**config.mk**
```make
export PLATFORM = sky130hd
export DESIGN_NAME = alu_core_flat
export DESIGN_NICKNAME = d
export VERILOG_FILES = /design/src/rtl/alu_pkg.sv /design/src/rtl/alu_if.sv /design/src/rtl/alu_flags.sv /design/src/rtl/alu_core.sv /design/src/flat_wrapper.sv
export SDC_FILE = /design/constraint.sdc
export NUM_CORES = 1
export LEC_CHECK = 0
export BUFFER_PORTS_ARGS = -buffer_cell sky130_fd_sc_hd__buf_2
export CAP_MARGIN = 20
export CORE_UTILIZATION = 51
export DETAILED_ROUTE_END_ITERATION = 7
export PLACE_DENSITY = 0.79
export SLEW_MARGIN = 15
export SYNTH_ARGS = -nofsm -noshare
export SYNTH_HDL_FRONTEND = slang
export SYNTH_SLANG_ARGS = --single-unit
export TNS_END_PERCENT = 10
```
**constraint.sdc**
```tcl
create_clock -name clk -period 3.6 [get_ports clk]
set_clock_uncertainty 0.1 [all_clocks]
set_input_delay 0.72 -clock clk [delete_from_list [all_inputs] [get_ports clk]]
set_output_delay 0.72 -clock clk [all_outputs]
set_load 0.01 [all_outputs]
```
**src/rtl/alu_pkg.sv**
```systemverilog
// Shared ALU types: opcode encoding, flag bit positions and the flag bundle.
package alu_pkg;

    typedef enum logic [2:0] {
        OP_ADD    = 3'b000,
        OP_SUB    = 3'b001,
        OP_AND    = 3'b010,
        OP_OR     = 3'b011,
        OP_XOR    = 3'b100,
        OP_PASS_A = 3'b101,
        OP_PASS_B = 3'b110,
        OP_EXT    = 3'b111
    } alu_op_e;

    localparam int unsigned FLAG_Z = 0;
    localparam int unsigned FLAG_C = 1;
    localparam int unsigned FLAG_V = 2;
    localparam int unsigned FLAG_N = 3;

    // Packed so that the bit order matches {N, V, C, Z}.
    typedef struct packed {
        logic n;
        logic v;
        logic c;
        logic z;
    } alu_flags_t;

endpackage

```
**src/rtl/alu_if.sv**
```systemverilog
// ALU operand/result bundle; master drives operands, slave (the ALU) drives results.
interface alu_if #(
    parameter int unsigned WIDTH = 4
);
    logic [WIDTH-1:0] a;
    logic [WIDTH-1:0] b;
    logic [2:0]       op;
    logic             in_valid;
    logic [WIDTH-1:0] result;
    logic [WIDTH-1:0] result_q;
    logic             out_valid;
    logic [3:0]       flags_q;

    modport master (
        output a, b, op, in_valid,
        input  result, result_q, out_valid, flags_q
    );

    modport slave (
        input  a, b, op, in_valid,
        output result, result_q, out_valid, flags_q
    );

endinterface

```
**src/rtl/alu_flags.sv**
```systemverilog
// N/V/C/Z generation from operand sign bits, opcode, result and raw carry.
// ALU_EXT_OPS_EN: op 111 (shift) reports Z/N from result and C from the shift.
module alu_flags
    import alu_pkg::*;
#(
    parameter int unsigned WIDTH = 4
) (
    input  logic             a_msb_i,
    input  logic             b_msb_i,
    input  alu_op_e          op_i,
    input  logic [WIDTH-1:0] result_i,
    input  logic             carry_i,
    output logic [3:0]       flags_o
);

    alu_flags_t f;
    logic       r_msb;

    assign r_msb = result_i[WIDTH-1];

    always_comb begin
        f   = '0;
        f.z = (result_i == '0);
        f.n = r_msb;
        unique case (op_i)
            OP_ADD: begin
                f.c = carry_i;
                f.v = (a_msb_i == b_msb_i) && (r_msb != a_msb_i);
            end
            OP_SUB: begin
                // carry_i is the carry of a + ~b + 1, i.e. 1 when there is no borrow.
                f.c = carry_i;
                f.v = (a_msb_i != b_msb_i) && (r_msb != a_msb_i);
            end
            OP_EXT: begin
`ifdef ALU_EXT_OPS_EN
                f.c = carry_i;
`else
                f = '0;
`endif
            end
            default: ;
        endcase
    end

    assign flags_o = f;

endmodule

```
**src/rtl/alu_core.sv**
```systemverilog
// Parameterised ALU: combinational result plus a one-cycle registered result/flag stage.
// ALU_EXT_OPS_EN: op 111 becomes a logical shift left of a by b[1:0].
module alu_core
    import alu_pkg::*;
#(
    parameter int unsigned WIDTH = 4
) (
    input logic   clk,
    input logic   rst_n,
    alu_if.slave  bus
);

    alu_op_e          op;
    logic [WIDTH-1:0] b_eff;
    logic [WIDTH:0]   sum;
    logic [WIDTH-1:0] result;
    logic             carry;
    logic [3:0]       flags;

    logic [WIDTH-1:0] res_q, res_d;
    logic [3:0]       flg_q, flg_d;
    logic             vld_q, vld_d;

    assign op = alu_op_e'(bus.op);

    // Shared adder: SUB is a + ~b + 1.
    assign b_eff = (op == OP_SUB) ? ~bus.b : bus.b;
    assign sum   = {1'b0, bus.a} + {1'b0, b_eff} + (WIDTH + 1)'(op == OP_SUB);

`ifdef ALU_EXT_OPS_EN
    logic [WIDTH:0] shifted;
    // Bit WIDTH of the widened shift is the last bit shifted out.
    assign shifted = {1'b0, bus.a} << bus.b[1:0];
`endif

    always_comb begin
        result = '0;
        carry  = sum[WIDTH];
        unique case (op)
            OP_ADD:    result = sum[WIDTH-1:0];
            OP_SUB:    result = sum[WIDTH-1:0];
            OP_AND:    result = bus.a & bus.b;
            OP_OR:     result = bus.a | bus.b;
            OP_XOR:    result = bus.a ^ bus.b;
            OP_PASS_A: result = bus.a;
            OP_PASS_B: result = bus.b;
            OP_EXT: begin
`ifdef ALU_EXT_OPS_EN
                result = shifted[WIDTH-1:0];
                carry  = shifted[WIDTH];
`else
                result = '0;
`endif
            end
            default: result = '0;
        endcase
    end

    alu_flags #(
        .WIDTH (WIDTH)
    ) u_flags (
        .a_msb_i  (bus.a[WIDTH-1]),
        .b_msb_i  (bus.b[WIDTH-1]),
        .op_i     (op),
        .result_i (result),
        .carry_i  (carry),
        .flags_o  (flags)
    );

    always_comb begin
        res_d = res_q;
        flg_d = flg_q;
        vld_d = bus.in_valid;
        if (bus.in_valid) begin
            res_d = result;
            flg_d = flags;
        end
    end

    always_ff @(posedge clk or negedge rst_n) begin
        if (!rst_n) begin
            res_q <= '0;
            flg_q <= '0;
            vld_q <= 1'b0;
        end else begin
            res_q <= res_d;
            flg_q <= flg_d;
            vld_q <= vld_d;
        end
    end

    assign bus.result    = result;
    assign bus.result_q  = res_q;
    assign bus.flags_q   = flg_q;
    assign bus.out_valid = vld_q;

endmodule

```
**src/flat_wrapper.sv**
```systemverilog
// flat-port wrapper written by rule: the top's interface ports become plain ports
module alu_core_flat import alu_pkg::*;
#(
    parameter int unsigned WIDTH = 4
)
  (clk, rst_n, bus_a, bus_b, bus_op, bus_in_valid, bus_result, bus_result_q, bus_out_valid, bus_flags_q);
  alu_if #(.WIDTH(WIDTH)) bus_i ();
  input logic clk;
  input logic rst_n;
  input wire logic [$bits(bus_i.a)-1:0] bus_a;
  input wire logic [$bits(bus_i.b)-1:0] bus_b;
  input wire logic [$bits(bus_i.op)-1:0] bus_op;
  input wire logic [$bits(bus_i.in_valid)-1:0] bus_in_valid;
  output wire logic [$bits(bus_i.result)-1:0] bus_result;
  output wire logic [$bits(bus_i.result_q)-1:0] bus_result_q;
  output wire logic [$bits(bus_i.out_valid)-1:0] bus_out_valid;
  output wire logic [$bits(bus_i.flags_q)-1:0] bus_flags_q;
  assign bus_i.a = bus_a;
  assign bus_i.b = bus_b;
  assign bus_i.op = bus_op;
  assign bus_i.in_valid = bus_in_valid;
  assign bus_result = bus_i.result;
  assign bus_result_q = bus_i.result_q;
  assign bus_out_valid = bus_i.out_valid;
  assign bus_flags_q = bus_i.flags_q;
  alu_core #(.WIDTH(WIDTH)) u_core (.clk(clk), .rst_n(rst_n), .bus(bus_i));
endmodule
```
# Yosys cells after proc, flatten, opt, wreduce, memory -nomap -nowiden
# Index checks and enable logic that the tools add are counted.
[classes] add_sub_neg=2 n_eq_ne=10 muxes=5 n_bitwise=4 reduce_logical=5
[op_table] op="$pmux 4 s7" count=1
[op_table] op="$eq 3x3->1 const B" count=4
[op_table] op="$eq 3x2->1 const B" count=2
[op_table] op="$add 4x4->5" count=1
[op_table] op="$add 5x1->5" count=1
[op_table] op="$and 4x4->4" count=1
[op_table] op="$logic_not 4->1" count=1
[op_table] op="$mux 4" count=1
[op_table] op="$not 4->4" count=1
[op_table] op="$or 4x4->4" count=1
[op_table] op="$pmux 2 s2" count=1
[op_table] op="$xor 4x4->4" count=1
[op_table] op="$eq 3x1->1 const B" count=1
[op_table] op="$logic_not 3->1" count=1
[op_table] op="$logic_and 1x1->1" count=2
[op_table] op="$mux 1" count=2
[op_table] op="$ne 1x1->1" count=2
[op_table] op="$reduce_or 2->1" count=1
[op_table] op="$eq 1x1->1" count=1
[word_totals] regBits=9 input_bits=14 output_inout_bits=13 wordCells=29

# Longest topological paths before layout
[depth] word_depth=8 depth_mapped=11 mapped_depth_nobuf=10

# Modules after synthesis
# Synthesis repeated with hierarchy kept, for this count alone.
[unflattened] hier_cells=104 hier_area_um2=963.4
[by_module_without_submodules] mod="alu_core" n_inst=1 cells_each=95 area_per_inst_um2=894.6 seq_area_each_um2=225.2
[by_module_without_submodules] mod="alu_flags" n_inst=1 cells_each=9 area_per_inst_um2=68.8 seq_area_each_um2=0.0

# Worst setup path before layout
# Ideal clock, no wire load.
[synth_path] path_kind="input port to output port" start="input port bus_op[1]" end="output port bus_result[2]" arrival_time_ns=2.735 required_ns=2.780 setup_slack_ns=0.045 cell_stages=10 path_buffers=1 path_cell_list="buf_2 -> nor2_1 -> and2_1 -> xnor2_1 -> inv_1 -> fa_1 -> xnor2_1 -> a32o_1 -> a211oi_1 -> inv_1"
[synth_between] elab_chain_len=5 elab_cells_between_ends=13 cone_classes="2 x add/sub; 7 x eq/ne; 2 x mux; 2 x reduce/logical"
[synth_rtl] item="start, declared" line_no="flat_wrapper.sv:12" source="input wire logic [$bits(bus_i.op)-1:0] bus_op;"
[synth_rtl] item="$eq 3x1->1" line_no="alu_core.sv:27, alu_core.sv:28, alu_core.sv:39"
[synth_rtl] item="$mux 4" line_no="alu_core.sv:27" source="assign b_eff = (op == OP_SUB) ? ~bus.b : bus.b;"
[synth_rtl] item="$add 4x4->5" line_no="alu_core.sv:28" source="assign sum = {1'b0, bus.a} + {1'b0, b_eff} + (WIDTH + 1)'(op == OP_SUB);"
[synth_rtl] item="$add 5x1->5" line_no="alu_core.sv:28"
[synth_rtl] item="$pmux 4 s7 (*)" line_no="alu_core.sv:39" source="unique case (op)"
[synth_rtl] item="end, declared" line_no="flat_wrapper.sv:14" source="output wire logic [$bits(bus_i.result)-1:0] bus_result;"
# Mark *: on every way between the ends. The rest lies on a longest branch, timed or not.

# Worst setup path in the final report
# Ends and elaborated chain as after synthesis.

==> results.sh <==
export IMPL_met1Wirelength_um=889
export IMPL_first_global_vias=775
export IMPL_hpwl_um=1591
export IMPL_vias=874
export IMPL_antenna_found_initial=0
export IMPL_htree_levels=1
export IMPL_period_minus_slack_ns=3.520
export IMPL_clk_pin_slew_worst_paths_ns=0.06
export IMPL_utilization_pct=67.17
export IMPL_drive_above_1_share_pct=30.22
export IMPL_max_stage_delay_ns=0.54
export IMPL_worstPathCellList="buf_2 > or4b_4 > a21boi_1 > fa_2 > xnor2_1 > a32o_1 > a211oi_2 > inv_1 > buf_2"
export IMPL_relSlewSlack_pct=78.37
export IMPL_post_cts_setup_buffers=0
export IMPL_cp_max_fo=3
export IMPL_max_cap_violations=0
export IMPL_dr_wl_met2_um=942
export IMPL_powerDensity_nw_per_um2=300.3
export IMPL_arrival_ns=2.70
export IMPL_via_per_inst=5.329
export IMPL_clock_root_buffer="clkbuf_4"
export IMPL_synth_nets=134
export IMPL_port_buffers=26
export IMPL_grt_max_degree=15
export IMPL_ys_types=39
export IMPL_grt_usage_pct=21.85
export IMPL_coreArea_um2=1727
export IMPL_synth_area_top_cells="dfrtp_1 24%, ha_1 16%, xnor2_1 6.5%, inv_1 6.4%, mux2i_1 4.3%"
export IMPL_synth_warnings=0
export IMPL_ioPinCount=27
export IMPL_fill_cells=143
export IMPL_report_final_slew_viol_count=0
export IMPL_synthTopCellsByCount="16 x inv_1, 12 x ha_1, 9 x dfrtp_1"
export IMPL_dieArea_um2=2021
export IMPL_overflow=0
export IMPL_synth_most_common_cell="inv_1"
export IMPL_gp_congestion=0.8739
export IMPL_wl_met3_um=63
export IMPL_syn_mean_instance_area_um2=8.793
export IMPL_ys_flop_type="dfrtp_1"
export IMPL_synth_edf_count=0
export IMPL_grt_first_pass_wirelength_um=3243
export IMPL_nNetsFinal=167
export IMPL_finalPower_mw=0.3483
export IMPL_ys_async_sr_fraction_pct=100.0
export IMPL_tightest_slew_ns=0.3239
export IMPL_hold_slack_ns=0.1923
export IMPL_routed_top_layer="met4"
export IMPL_routed_wl_um=1917
export IMPL_fmaxAchievable_mhz=284.1
export IMPL_finalCritPeriodShare_pct=97.78
export IMPL_drcViolationCount=0
export IMPL_place_ws_ns=0.002667
export IMPL_tritoncts="yes"
export IMPL_hold_viol=0
export IMPL_setup_slack_ns=0.07983
export IMPL_rows=15
export IMPL_crit_top_cell="buf_2"
export IMPL_antenna_cells=0
export IMPL_crit_path_start_kind="primary input"
export IMPL_crit_slowest_cell="or4b_4"
export IMPL_ys_ff_latch=9
export IMPL_area_delta_synth_final_pct=23.27
export IMPL_fp_dieW_um=44.95
export IMPL_ant_nets=0
export IMPL_post_dp_cell_area_um2=1126
export IMPL_clock_latency_ns=0.26
export IMPL_fin_area_um2=1160
export IMPL_synth_area_um2=940.9
export IMPL_critPathKind="primary input to output port"
export IMPL_vdd_drop_max_mv=0.1412
export IMPL_critPathRequiredTime_ns=2.78
export IMPL_start_util_pct=54.49
export IMPL_cts_sinks=9
export IMPL_cts_path_max_buffers=2
export IMPL_setup_violations_final=0
export IMPL_hp_class="primary input to async pin"
export IMPL_cts_buffers=3
export IMPL_layout_area_seq_um2=225.2
export IMPL_p_leak_nw=0.5980
export IMPL_synthCells=107
export IMPL_ys_seq_area_share_pct=23.94
export IMPL_synth_area_leader_cell="dfrtp_1"
export IMPL_critPathCaptureType="output port"
export IMPL_outcome="finished clean"
export IMPL_synth_top_area_share_pct=23.94
export IMPL_die_y_um=44.95
export IMPL_multiInputGateArea_um2=630.6
export IMPL_drtIter0Drc=13
export IMPL_wl_per_cell_um=11.69
export IMPL_firstDrtPassIters=4
==> critical path: cells and delay by family <==
| kind | cells | cell delay (ns) |
|---|---|---|
| AOI/OAI and AO/OA | 3 | 0.65 |
| and+or+nand+nor | 1 | 0.54 |
| adders and majority gates | 1 | 0.35 |
| buffers and inverters | 3 | 0.31 |
| xor gates and xnor gates | 1 | 0.14 |
==> repair_timing <==
| action | CTS | global route |
|---|---|---|
| resized for setup | 0 | 2 |
| endpoints found under the setup margin | 0 | 1 |
| hold buffers | 0 | 0 |
==> power breakdown <==
group | total, mW | switching (mW) | internal [mW] | leakage (nW)
registers | 0.118 | 0.00529 | 0.113 | 0.110
clock network | 0.0800 | 0.0372 | 0.0428 | 0.0150
logic | 0.150 | 0.0809 | 0.0690 | 0.473
total | 0.348 | 0.123 | 0.225 | 0.598
==> area by class of cell <==
type,count,share of cell area (%)
Tap cell,25,2.697
Multi-Input combinational cell,76,54.37
Sequential cell,9,19.42
Timing Repair Buffer,33,15.75
Inverter,17,5.502
Clock buffer,4,2.265
==> cell usage in the layout, fill, tap and decap left out, types with 2 or more instances in the layout <==
cell      netlist  final
buf_2           2     26
inv_1          16     16
ha_1           12     12
dfrtp_1         9      9
xnor2_1         7      7
a21oi_1         7      7
nand2_1         7      7
buf_4           0      7
nor2_1          4      4
nor2b_1         4      4
mux2i_1         4      4
clkbuf_4        0      3
a211oi_1        3      2
a32o_1          2      2
nand4_1         2      2
o21a_1          2      2
==> state kept, by name, summed over array words and instances (netlist names) <==
signal	count
u_core.bus.result_q	4
u_core.bus.out_valid	1
u_core.bus.flags_q	4
==> worst paths after layout <==
kind | from | end | slack, ns | cells after the start
worst max-delay path | bus_op[1] | bus_result[2] | 0.08 | 9
worst min-delay path | rst_n | u_core.bus.flags_q[1]$_DFFE_PN0P_ | 0.19 | 1
worst max register to register | u_core.bus.flags_q[2]$_DFFE_PN0P_ | u_core.bus.flags_q[2]$_DFFE_PN0P_ | 2.70 | 2
worst min register to register | u_core.bus.flags_q[3]$_DFFE_PN0P_ | u_core.bus.flags_q[3]$_DFFE_PN0P_ | 0.37 | 1
max in group asynchronous | rst_n | u_core.bus.flags_q[3]$_DFFE_PN0P_ | 3.04 | 1
min in group clk | u_core.bus.flags_q[3]$_DFFE_PN0P_ | u_core.bus.flags_q[3]$_DFFE_PN0P_ | 0.37 | 1
==> through the flow <==
step | TNS [ns] | std cells
2_1_floorplan | 0 | 107
3_3_place_gp | 0 | 160
3_5_place_dp | 0 | 160
4_1_cts | 0 | 164
5_1_grt | -0.002260 | 164
6_report | 0 | 164
==> kinds of logic (layout without fill, tap and decap cells) <==
family                   Yosys count  after routing  synth area share (%)
buffers and inverters             22             54                 9.841
adder cells (fa/ha/maj)           13             13                 18.08
flip-flops                         9              9                 23.94
XOR/XNOR                           8              8                 7.447
multiplexers                       5              5                 5.452
AND/OR/NAND/NOR                   24             24                 13.83
AO/OA/AOI/OAI                     26             26                 21.41
==> layer usage <==
| layer | vias to the layer above | track usage (%) |
|---|---|---|
| met5 | - | 0 |
| met3 | 4 | 4.400 |
| li1 | 442 | - |
| met4 | 0 | 9.697 |
| met2 | 19 | 37.97 |
| met1 | 409 | 25.74 |
No activity file was read; power rests on OpenSTA's default activity.
